$ cat src/rtl/apuf_eval_ctrl.sv
// Evaluation sequencer for the adder arbiter PUF: holds a challenge, fires the race
// pulse NUM_EVAL times and returns a per-bit majority vote plus an instability mask.

module apuf_vote_lane #(
    parameter int NUM_EVAL = 5,
    parameter int ONES_W   = 3
) (
    input  logic clk,
    input  logic rst_n,
    input  logic clr,
    input  logic smp,
    input  logic bit_in,
    output logic vote,
    output logic unstable
);
    logic [ONES_W-1:0] ones;
    logic [ONES_W-1:0] ones_nxt;

    // Vote is taken on the count including the firing being sampled this edge.
    assign ones_nxt = ones + ONES_W'(bit_in);
    assign vote     = ones_nxt > ONES_W'(NUM_EVAL / 2);
    assign unstable = (ones_nxt != '0) && (ones_nxt != ONES_W'(NUM_EVAL));

    always_ff @(posedge clk) begin
        if (!rst_n)   ones <= '0;
        else if (clr) ones <= '0;
        else if (smp) ones <= ones_nxt;
    end
endmodule

module apuf_eval_ctrl #(
    parameter int CHAL_W     = 16,
    parameter int RESP_W     = 4,
    parameter int SETTLE_CYC = 4,
    parameter int PULSE_CYC  = 2,
    parameter int NUM_EVAL   = 5
) (
    input  logic              clk,
    input  logic              rst_n,
    input  logic              chal_valid,
    output logic              chal_ready,
    input  logic [CHAL_W-1:0] chal_data,
    output logic [CHAL_W-1:0] puf_challenge,
    output logic              puf_pulse,
    input  logic [RESP_W-1:0] puf_response,
    output logic              resp_valid,
    input  logic              resp_ready,
    output logic [RESP_W-1:0] resp_data,
    output logic [RESP_W-1:0] resp_unstable,
    output logic              busy
);
    localparam int MAXP   = (SETTLE_CYC > PULSE_CYC) ? SETTLE_CYC : PULSE_CYC;
    localparam int PH_W   = $clog2(MAXP + 1);
    localparam int ONES_W = $clog2(NUM_EVAL + 1);

    typedef enum logic [2:0] {IDLE, SETUP, FIRE, RECOVER, DONE} state_t;

    state_t            state, state_nxt;
    logic [PH_W-1:0]   phase;
    logic [ONES_W-1:0] eval_cnt;
    logic [ONES_W-1:0] eval_inc;
    logic              accept;
    logic              fire_last;
    logic [RESP_W-1:0] vote;
    logic [RESP_W-1:0] unst;

    assign eval_inc = eval_cnt + ONES_W'(1);

    always_comb begin
        state_nxt  = state;
        chal_ready = 1'b0;
        accept     = 1'b0;
        fire_last  = 1'b0;
        busy       = (state != IDLE);
        case (state)
            IDLE: begin
                chal_ready = 1'b1;
                if (chal_valid) begin
                    accept    = 1'b1;
                    state_nxt = SETUP;
                end
            end
            SETUP, RECOVER: begin
                if (phase == PH_W'(SETTLE_CYC - 1)) state_nxt = FIRE;
            end
            FIRE: begin
                if (phase == PH_W'(PULSE_CYC - 1)) begin
                    fire_last = 1'b1;
                    state_nxt = (eval_inc < ONES_W'(NUM_EVAL)) ? RECOVER : DONE;
                end
            end
            DONE: begin
                if (resp_ready) state_nxt = IDLE;
            end
            default: state_nxt = IDLE;
        endcase
    end

    always_ff @(posedge clk) begin
        if (!rst_n) begin
            state         <= IDLE;
            phase         <= '0;
            eval_cnt      <= '0;
            puf_pulse     <= 1'b0;
            puf_challenge <= '0;
            resp_valid    <= 1'b0;
            resp_data     <= '0;
            resp_unstable <= '0;
        end else begin
            state      <= state_nxt;
            // Pulse and valid are decoded from the next state so both come straight off flops.
            puf_pulse  <= (state_nxt == FIRE);
            resp_valid <= (state_nxt == DONE);
            if (state_nxt != state)
                phase <= '0;
            else if (state == SETUP || state == FIRE || state == RECOVER)
                phase <= phase + PH_W'(1);
            if (accept) begin
                puf_challenge <= chal_data;
                eval_cnt      <= '0;
            end
            if (fire_last) eval_cnt <= eval_inc;
            if (fire_last && state_nxt == DONE) begin
                resp_data     <= vote;
                resp_unstable <= unst;
            end
        end
    end

    for (genvar i = 0; i < RESP_W; i++) begin : g_lane
        apuf_vote_lane #(.NUM_EVAL(NUM_EVAL), .ONES_W(ONES_W)) u_lane (
            .clk      (clk),
            .rst_n    (rst_n),
            .clr      (accept),
            .smp      (fire_last),
            .bit_in   (puf_response[i]),
            .vote     (vote[i]),
            .unstable (unst[i])
        );
    end
endmodule

$ cat config.mk
export PLATFORM = sky130hd
export DESIGN_NAME = apuf_eval_ctrl
export DESIGN_NICKNAME = d
export VERILOG_FILES = /design/src/rtl/apuf_eval_ctrl.sv
export SDC_FILE = /design/constraint.sdc
export NUM_CORES = 1
export LEC_CHECK = 0
export BUFFER_PORTS_ARGS = -buffer_cell sky130_fd_sc_hd__buf_4
export CAP_MARGIN = 20
export CORE_MARGIN = 10
export CORE_UTILIZATION = 60
export CTS_BUF_LIST = sky130_fd_sc_hd__clkbuf_2
export DETAILED_ROUTE_END_ITERATION = 7
export PLACE_DENSITY = 0.88
export SETUP_SLACK_MARGIN = 0.1
export SLEW_MARGIN = 20
export SYNTH_ARGS = -nofsm -noshare
export SYNTH_HDL_FRONTEND = slang
export SYNTH_SLANG_ARGS = --single-unit
$ cat constraint.sdc
create_clock -name clk -period 2.6 [get_ports clk]
set_input_delay 0.13 -clock clk [delete_from_list [all_inputs] [get_ports clk]]
set_output_delay 0.13 -clock clk [all_outputs]
set_load 0.05 [all_outputs]
=== Word level (Yosys, flattened, before mapping) ===
Cells that the tools add are included.

* Output and inout port bits: 28
* Bits in registers: 47

* $lt $le $gt $ge: 5
* Add/subtract/negate cells: 6
* Eq/ne operators: 13
* Reduce and logical (&&, ||, !) cells: 17
* Bitwise operators: 1
* Muxes and demuxes: 13

{| class="wikitable"
|+ Operators by type and width
! operator !! count
|-
| 3-bit 2-to-1 mux || 7
|-
| 3-bit nonzero test || 5
|-
| 3-bit by 1-bit adder with 3-bit output || 4
|-
| 3-bit by 2-bit equality test with 1-bit output, second input constant || 4
|-
| 3-bit by 2-bit > comparator with 1-bit output, second input constant || 4
|-
| 3-bit inequality test, second input constant || 4
|-
| 3-bit case mux with 4 select lines || 1
|-
| 3-bit by 1-bit adder with 3-bit output, second input constant || 2
|-
| 3-bit by 1-bit equality test with 1-bit output, second input constant || 2
|-
| 3-bit equality test, second input constant || 2
|-
| 2-bit OR reduction || 3
|-
| 1-bit logical AND || 5
|-
| 1-bit 2-to-1 mux || 5
|-
| 3-bit zero test || 1
|-
| 3-bit less-than comparator, second input constant || 1
|-
| 3-bit inequality test || 1
|-
| 1-bit logical OR || 2
|-
| 2-bit nonzero test || 1
|-
| 1-bit inverter || 1
|}

=== Longest topological paths before layout ===
Gate-level depths: netlist (run 1).

* Depth in word-level cells: 7
* Mapped depth: 8
* Depth with buffers taken out: 6

=== Hierarchy ===
From an unflattened synthesis (run 1), not the netlist that was laid out.

* Cell total of the unflattened synthesis: 250
* Area total of the unflattened synthesis: 2,264.7 um^2

{| class="wikitable"
|+ By module, submodules not included
! module !! times used !! sequential area each (um^2) !! area each (um^2) !! cells each
|-
| apuf_eval_ctrl || 1 || 700.7 || 1,554.0 || 174
|-
| apuf_vote_lane || 4 || 60.1 || 177.7 || 19
|}

=== Worst setup path after synthesis (run 1) ===
No wires, ideal clock.

* Kind: register to register
* Start: register state[1]
* End: register puf_challenge[10]
* Arrival time: 1.513 ns
* Cell stages (with the launch flop): 8
* Path slack: 0.969 ns
* Library setup time: 0.118 ns
* Path buffers: 2
* Cell sequence: dfxtp_1 > buf_6 > or3_4 > inv_2 > nand2_4 > buf_6 > nand2_1 > a21boi_2

* Longest elaborated chain between the ends: 2

{| class="wikitable"
|+ Ends and longest elaborated chain
! item !! RTL line !! source
|-
| start, declared || 58 || <nowiki>state_t state, state_nxt;</nowiki>
|-
| start signal, assigned || 110 || <nowiki>state <= state_nxt;</nowiki>
|-
| 3-bit zero test || 75 || <nowiki>case (state)</nowiki>
|-
| 1-bit 2-to-1 mux || 75 ||
|-
| end signal, assigned || 119 || <nowiki>puf_challenge <= chal_data;</nowiki>
|-
| end, declared || 43 || <nowiki>output logic [CHAL_W-1:0] puf_challenge,</nowiki>
|}

Every way passes these cells.
A chain may end at the register's enable or synchronous reset.

=== Worst setup path after layout (run 1) ===
* Start: register state[0]
* End: output chal_ready

* Longest elaborated chain between the ends: 2

{| class="wikitable"
|+ Ends and longest elaborated chain
! item !! RTL line !! source
|-
| 3-bit zero test || 75 ||
|-
| 1-bit 2-to-1 mux || 75 ||
|-
| end, declared || 41 || <nowiki>output logic chal_ready,</nowiki>
|}

Every way passes these cells.

==> results of run 1 <==
==> power groups by stage <==
stage | clock [mW] | sequential (mW) | combinational, mW
5_1_grt | 0.413 | 0.762 | 0.266
6_report | 0.390 | 0.760 | 0.248
2_1_floorplan | 0 | 0.820 | 0.109
3_3_place_gp | 0 | 0.772 | 0.223
4_1_cts | 0.388 | 0.759 | 0.246
3_5_place_dp | 0 | 0.773 | 0.226
==> cell usage in the layout, fill, tap and decap left out, types with 2 or more instances in the layout <==
master,netlist,layout
dlygate4sd3_1,0,16
a21boi_2,10,10
buf_4,0,52
nand2_2,11,11
a21boi_0,6,6
o21ai_1,2,2
nor3b_1,2,2
nand2_1,46,46
o31ai_1,2,2
dfxtp_1,47,47
xnor2_1,3,3
nor2_1,12,12
o21ai_0,4,4
and3b_1,3,3
clkbuf_2,0,6
ha_1,12,12
a211oi_1,2,2
o211a_1,5,5
a21oi_1,16,16
nand3_1,5,5
inv_1,7,7
a31oi_1,2,2
xor2_1,11,11
==> per-layer routing <==
layer,GRT usage,vias up
met5,0,-
met4,0.0623,0
met3,0.0453,8
met2,0.266,50
met1,0.188,847
li1,-,927
==> flip-flops by register name, indices dropped and copies added (netlist names) <==
register            flops
puf_pulse               1
puf_challenge          16
eval_cnt                3
resp_data               4
phase                   3
resp_unstable           4
state                   3
g_lane.u_lane.ones     12
resp_valid              1
==> critical path, cell delays in order (launching register included) <==
cell and delay (ns):
dfxtp_1 0.54, or3_4 0.47, inv_2 0.08, buf_4 0.20
==> metrics by stage <==
step / setup WS [ns] / utilization
6_report: 0.761 / 0.774
5_1_grt: 0.699 / 0.774
3_5_place_dp: 0.987 / 0.713
3_3_place_gp: 0.995 / 0.713
4_1_cts: 0.752 / 0.774
2_1_floorplan: 0.969 / -
==> cell families (layout without fill, tap and decap cells) <==
family          count (synthesis)  count (layout)  synth area share
compound gates                 56              56             0.192
flops                          47              47             0.420
buf+inv                        19              83            0.0570
xor+xnor                       14              14            0.0547
fa+ha+maj                      12              12            0.0670
simple gates                   89              89             0.209
==> worst paths after layout <==
check	slack (ns)	endpoint	cells past startpoint
worst max-delay path	0.76	chal_ready	3
worst min-delay path	0.07	eval_cnt[0]	2
worst max register to register	0.96	g_lane[1].u_lane.ones[1]	5
worst min register to register	0.48	g_lane[0].u_lane.ones[1]	2
==> cell type report <==
type | instances | area [um^2]
clock inverters | 1 | 30.0
well taps | 48 | 60.1
repair buffers | 68 | 551
multi-input cells | 171 | 1170
fillers | 266 | 821
inverters | 8 | 30.0
flip-flops and latches | 47 | 941
clock buffers | 6 | 30.0
==> impl_results.md, run 1 <==
* Reg clk slew, reported paths at roughly 0.23 ns
* Hpwl dp at between 3000 and 4000 um
* Syn Nets at 273
* Pin count of the biggest net entering global routing at 34
* Initial Util at 0.616
* Worst setup EP type: output port
* Seq/Total Area, Yosys at 0.420
* Routed wl met3 at 340 um
* # DRC at 0
* Max-slew violations at 0
* Routed Antenna Nets at 0
* Number of synthesis warnings at 0
* CP required at 2.47 ns
* Maximum clock rate at 0.544 GHz
* Diodes inserted at 0
* Synth top area share at 0.420
* Core ar. at 3630 um^2
* DR WL met2 at 2410 um
* Final min period at 1.84 ns
* Final Hold Violating Endpoints at 0
* Worst rel slew slack at 0.575
* Tightest Hold Check Type: input pin to flop
* Final hold slack at about 0.070 ns
* Die Y-Extent at 81.1 um
* Post-Syn Area at 2240 um^2
* Syn avg cell area at 9.45 um^2
* Max Cap Viol at 0
* Post-DP Area at 2590 um^2
* Vias/cell at 5.25
* Worst Path Arrival at about 1.7 ns
* Post-placement cell count at 326
* Sw power at 392 uW
* Port buffer count at between 50 and 60
* Type of origin of the critical path: flop
* Combinational share of power at 0.178
* Reg power frac at 0.544
* Post-synth EDFFs at 0
* Avg WL per Cell at 14.5 um
* DR iter-0 viols at 116
* Count leader, synth: dfxtp_1
* GPL Wtd Cong at approximately 0.75
* Final worst clock skew at 0.0159 ns
* Wl on met1 at 2240 um
* CP Launch Point: state[0]
* Max VDD drop at 0.370 mV
* Deepest level of the CTS H-tree at 2
* Reg-to-Reg Start: state[2]
* Status: finished, final reports clean
* Clock Latency Late Sink at 0.42 ns
* Total power at 1.40 mW
* Ys async rst share at 0
* Share of cells above drive strength 1 at 0.299
* Post-CTS Setup Inserts at 0
* Worst Tran Pin Value at 0.637 ns
* CP Max Fanout at 12
* Final nets at 337
* DIE WIDTH at about 81 um
* Pre-antenna DRT Iters at 4
* Final period utilization at 0.707
* PwrDens at 497 nW/um^2
* Vias in the first global route at around 1800
* Total wire length at between 5000 and 6000 um
* Netlist cell types at 41
* Cell internal pwr at ~1.0 mW
* TritonCTS Sinks at 47
* Clock Power Share at 0.279
* Commonest register cell after synthesis: dfxtp_1
* Unrepaired setup endpoints after global routing: false
* CTS tree: done
* Top sig layer: met4
* # rows at 22
* Finished Layout Cells at 349
* #FFs+latches synth at 47
* Inserted Clock Buffers at 5
* Post-synth top area cell: dfxtp_1
* Final setup TNS at 0 ns
* GR Overflow Total at 0
* Setup violators final at 0
* Die area at 6580 um^2
* Commonest cells in the netlist: dfxtp_1, nand2_1, a21oi_1
* Critical path class: flop to output port
* Clk root buf: clkbuf_2
* Global Route Usage Sum at 0.159
* Hold Buf Count CTS at 16
* Post-Synthesis Cells at 237
* Final Cell Area at 2810 um^2
* Via count at 1832
* Dominant cells by area after synthesis: dfxtp_1, nand2_1, ha_1, a21boi_2, xor2_1
* CTS Buffer Depth at 2
* Min-delay src: rst_n
* Pleak at 1.28 nW
* First-pass GRT wire length at 8230 um
* Initial antenna violation count at 0
* Area growth from synthesis to layout at 25.6%
* Post-CTS Resized at 0
* Sw Ratio at 0.280
* Num ports at 52
(Power assumes the default switching activity.)
==> run 2: changes to the inputs <==
--- a/config.mk
+++ b/config.mk
@@ -8,10 +8,10 @@
 export BUFFER_PORTS_ARGS = -buffer_cell sky130_fd_sc_hd__buf_4
 export CAP_MARGIN = 20
 export CORE_MARGIN = 10
-export CORE_UTILIZATION = 60
+export CORE_UTILIZATION = 50
 export CTS_BUF_LIST = sky130_fd_sc_hd__clkbuf_2
 export DETAILED_ROUTE_END_ITERATION = 7
-export PLACE_DENSITY = 0.88
+export PLACE_DENSITY = 0.78
 export SETUP_SLACK_MARGIN = 0.1
 export SLEW_MARGIN = 20
 export SYNTH_ARGS = -nofsm -noshare
==> constraint.sdc (replaced) <==
create_clock -name clk -period 1.5 [get_ports clk]
set_input_delay 0.075 -clock clk [delete_from_list [all_inputs] [get_ports clk]]
set_output_delay 0.075 -clock clk [all_outputs]
set_load 0.05 [all_outputs]
==> impl_results.md, run 2 (synthesized netlist as in run 1, its figures left out) <==
* DR iter-0 viols at 96
* Hold path depth at 3
* First-pass GRT wire length at ~9500 um
* # DRC at 0
* Die Y-Extent at 86.9 um
* Final Worst Setup Slack at -0.0540 ns
* GR Overflow Total at 0
* Vias in the first global route at around 2000
* CTS tree: done
* Hpwl dp at ~3500 um
* PwrDens at 705 nW/um^2
* Initial antenna violation count at 0
* Finished Layout Cells at 385
* Max FFs per register at 16
* Worst setup EP type: flop
* Critical path class: flop to flop
* CP Max Fanout at 8
* TritonCTS Sinks at 47
* Maximum clock rate at 0.643 GHz
* Total power at 2.49 mW
* Final nets at 368
* Global Route Usage Sum at 0.154
* Final hold slack at 0.0399 ns
* Area growth from synthesis to layout at 57.4%
* Status: complete, but fails checks
* Share of cells above drive strength 1 at 0.556
* Tightest Hold Check Type: input pin to flop
* Routed Antenna Nets at 0
* Pin count of the biggest net entering global routing at 34
* DIE WIDTH at 86.9 um
* Unrepaired setup endpoints after global routing: true
* Initial Util at 0.514
* Core ar. at approximately 4400 um^2
* Violations in the final reports: negative setup slack
* Total wire length at about 7400 um
* CP required at between 1.5 and 2 ns
* Most frequent cells in the layout: buf_4, dfxtp_1, nand2_1
* Largest Register: puf_challenge
* Post-placement cell count at between 300 and 400
* Worst rel slew slack at 0.705
* Final period utilization at 1.04
* CTS Buffer Depth at 2
* Max Cap Viol at 0
* Die area at 7560 um^2
* GPL Wtd Cong at 0.805
* Port buffer count at 51
* # rows at 24
* Inserted Clock Buffers at 5
* Final min period at ~1.6 ns
* Final worst clock skew at 0.0276 ns
* Pre-antenna DRT Iters at 5
* Top Registers: puf_challenge x16, g_lane.u_lane.ones x12
* Clk root buf: clkbuf_2
* Worst Tran Pin Value at 0.442 ns
* Deepest level of the CTS H-tree at 2
* Reg clk slew, reported paths at 0.25 ns
* Vias/cell at 5.53
* Via count at between 2000 and 2500
* Worst Path Arrival at 1.95 ns
* Num ports at 52
* Clock Latency Late Sink at roughly 0.45 ns
* Pleak at between 1.5 and 2 nW
* Post-layout utilization of the core at 0.809
* Max-slew violations at 0
* Diodes inserted at 0
* Worst r2r path cells at 7
* Max VDD drop at 0.510 mV
* Commonest non-fill, non-tap cell in the layout: buf_4
* Setup violators final at 14
* Type of origin of the critical path: flop
* Avg WL per Cell at 19.2 um
* Final Hold Violating Endpoints at 0
## run 2: cell count changes in the layout (fill, tap and decap cells not counted), moves of 5 or more
cell      previous run  this run
buf_6                0        10
o21ai_2              0         5
nand2_1             46        33
nand2_4              1        13
dfxtp_1             47        38
dfxtp_2              0         8
buf_4               52        63
a21oi_2              1         9
a21oi_1             16         7
a21boi_2            10        15
a21boi_0             6         0
## run 2: power by group
part / total, mW / leakage (nW) / switching [mW] / internal [mW]
combinational: 0.628 / 1.14 / 0.358 / 0.270
sequential: 1.31 / 0.386 / 0.0231 / 1.29
clock: 0.548 / 0.0290 / 0.429 / 0.118
total: 2.49 / 1.56 / 0.810 / 1.68
## run 2: timing repair
action	in CTS	in global routing
hold buffers	16	0
setup endpoints to repair	34	49
hold endpoints to repair	16	0
gates cloned	1	5
gates resized for setup	54	54
pin swaps	30	38
buffers inserted	6	12
## run 2: layout make-up
| cell class | instances | area [um^2] |
|---|---|---|
| tap | 52 | 65.1 |
| clock buffer | 6 | 30.0 |
| multi-input combinational | 176 | 1580 |
| fill | 239 | 830 |
| clock inverter | 2 | 12.5 |
| sequential | 47 | 955 |
| inverter | 8 | 37.5 |
| timing repair buffer | 94 | 841 |
## run 2: critical path: stages, from the launching register on
cell and delay, ns:
dfxtp_2 0.39, buf_6 0.12, buf_6 0.12, nor4b_4 0.33, buf_4 0.18, clkbuf_16 0.17
nand2_4 0.06, a21boi_2 0.14
## run 2: stage by stage
stage / setup WS [ns] / setup TNS [ns] / instance area (um^2)
2_1_floorplan: 0.0518 / 0 / 2270
3_3_place_gp: 0.0327 / 0 / 2690
3_5_place_dp: 0.0228 / 0 / 2690
4_1_cts: -0.00278 / -0.00278 / 3150
5_1_grt: -0.115 / -2.36 / 3520
6_report: -0.0540 / -0.287 / 3520
## run 2: routing by layer
metal  global-route usage  wire length (um)
met5                    0                 0
met1                0.170              2900
met4               0.0515               166
met3               0.0487               500
met2                0.269              3810
## run 2: worst paths after layout
check / startpoint / endpoint / slack [ns]
min: rst_n / resp_unstable[2] / 0.04
max: state[2] / puf_challenge[9] / -0.05
max reg2reg: state[2] / puf_challenge[9] / -0.05
min reg2reg: puf_challenge[13] / puf_challenge[13] / 0.48
==> run 3: changes to the inputs <==
==> constraint.sdc (replaced) <==
create_clock -name clk -period 1.5 [get_ports clk]
set_input_delay 0.225 -clock clk [delete_from_list [all_inputs] [get_ports clk]]
set_output_delay 0.225 -clock clk [all_outputs]
set_load 0.05 [all_outputs]
==> impl_results.md, run 3 (synthesized netlist as in run 1, its figures left out) <==
* Reg power frac at 0.532
* Share of cells above drive strength 1 at 0.567
* Core ar. at 4350 um^2
* Deepest level of the CTS H-tree at 2
* Pleak at approximately 1.5 nW
* Clk root buf: clkbuf_2
* Die area at roughly 7600 um^2
* Final Hold Violating Endpoints at 0
* Cell internal pwr at between 1.5 and 2 mW
* Reg clk slew, reported paths at 0.23 ns
* # DRC at 0
* Initial Util at 0.514
* Type of origin of the critical path: flop
* TritonCTS Sinks at 47
* Status: complete, but fails checks
* Max VDD drop at 0.507 mV
* GPL Wtd Cong at 0.807
* Total power at 2.46 mW
* Worst rel slew slack at 0.697
* DIE WIDTH at 86.9 um
* Final nets at 361
* PwrDens at 702 nW/um^2
* Hpwl dp at 3390 um
* DR iter-0 viols at 77
* Setup violators final at 2
* Reg-to-Reg Start: state[2]
* Routed Antenna Nets at 0
* Maximum clock rate at 0.599 GHz
* Worst setup EP type: output port
* Via count at slightly above 2000
* CP required at 1.27 ns
* Area growth from synthesis to layout at 56.5%
* Die Y-Extent at 86.9 um
* Sw Ratio at 0.321
* Port buffer count at 51
* Tightest Hold Check Type: input pin to flop
* Largest Register: puf_challenge
* Final worst clock skew at 0.00501 ns
* Global Route Usage Sum at 0.147
* Avg WL per Cell at 18.4 um
* CP Max Fanout at 2
* Final period utilization at 1.11
* Inserted Clock Buffers at 5
* Min-delay src: chal_valid
* Final Cell Area at 3510 um^2
* Max FFs per register at 16
* Initial antenna violation count at 0
* Unrepaired setup endpoints after global routing: true
* Clock Power Share at 0.223
* Critical path class: flop to output port
* Pin count of the biggest net entering global routing at 34
* Max Cap Viol at 0
* Final min period at approximately 1.7 ns
* Post-DP Area at 2690 um^2
* Total wire length at 6940 um
* CTS tree: done
* First-pass GRT wire length at 9090 um
* # rows at 24
* CTS Buffer Depth at 2
* Final hold slack at 0.162 ns
* Most frequent cells in the layout: buf_4, dfxtp_1, nand2_1
* Combinational share of power at 0.245
* Vias/cell at 5.43
* Num ports at 52
* Commonest non-fill, non-tap cell in the layout: buf_4
* Clock Latency Late Sink at 0.45 ns
* Worst Tran Pin Value at 0.455 ns
* Diodes inserted at 0
* CP Launch Point: state[0]
* Final Worst Setup Slack at -0.169 ns
* Sw power at 789 uW
* GR Overflow Total at 0
* Pre-antenna DRT Iters at 4
* Max-slew violations at 0
* Violations in the final reports: negative setup slack
* Top Registers: puf_challenge x16, g_lane.u_lane.ones x12
* Worst Path Arrival at 1.44 ns
* Vias in the first global route at 1915
## run 3: cell count changes in the layout (fill, tap and decap cells not counted), sizes merged
| cell | delta |
|---|---|
| clkbuf | +1 |
| buf | -6 |
| clkinvlp | -1 |
| nand2 | -1 |
## run 3: stage by stage
step           worst slack (ns)  instances  setup TNS [ns]  utilization
3_5_place_dp          -0.000239        337       -0.000239        0.619
6_report                 -0.169        378          -0.308        0.805
2_1_floorplan            0.0518        237               0            -
4_1_cts                  -0.168        369          -0.314        0.720
5_1_grt                  -0.216        378           -1.27        0.805
3_3_place_gp             0.0242        337               0        0.619
## run 3: layer usage
metal | track usage | wire length (um) | vias to the layer above
met2 | 0.248 | 3610 | 64
met1 | 0.166 | 2690 | 988
li1 | - | - | 985
met5 | 0 | 0 | -
met3 | 0.0534 | 462 | 15
met4 | 0.0486 | 173 | 0
## run 3: layout make-up
type	count	area (um^2)
multi-input combinational	175	1630
sequential	47	953
fill	249	848
timing repair buffer	88	776
tap	52	65.1
inverter	8	37.5
clock buffer	7	35.0
clock inverter	1	5.00
## run 3: critical path, stage by stage (launching register included)
cell	delay, ns
dfxtp_2	0.37
or3_4	0.42
inv_8	0.07
buf_8	0.13
## run 3: path summary, 6_finish.rpt
| path | to | slack (ns) | depth (start not counted) |
|---|---|---|---|
| worst max-delay path | chal_ready | -0.17 | 3 |
| worst min register to register | puf_challenge[0] | 0.48 | 2 |
| worst min-delay path | puf_challenge[8] | 0.16 | 4 |
| worst max register to register | puf_challenge[1] | 0 | 7 |
## run 3: what timing repair did
item | in CTS | in global routing
hold buffers | 16 | 0
gates resized for setup | 51 | 63
pin swaps | 13 | 12
setup endpoints to repair | 33 | 49
setup buffers | 7 | 5
hold endpoints to repair | 16 | 0
gates cloned | 1 | 4
## run 3: power groups by stage
stage	combinational [mW]	sequential [mW]	clock, mW
floorplan	0.199	1.42	0
global placement	0.418	1.33	0
detailed placement	0.421	1.33	0
CTS	0.519	1.31	0.544
global route	0.644	1.31	0.586
finish	0.604	1.31	0.549
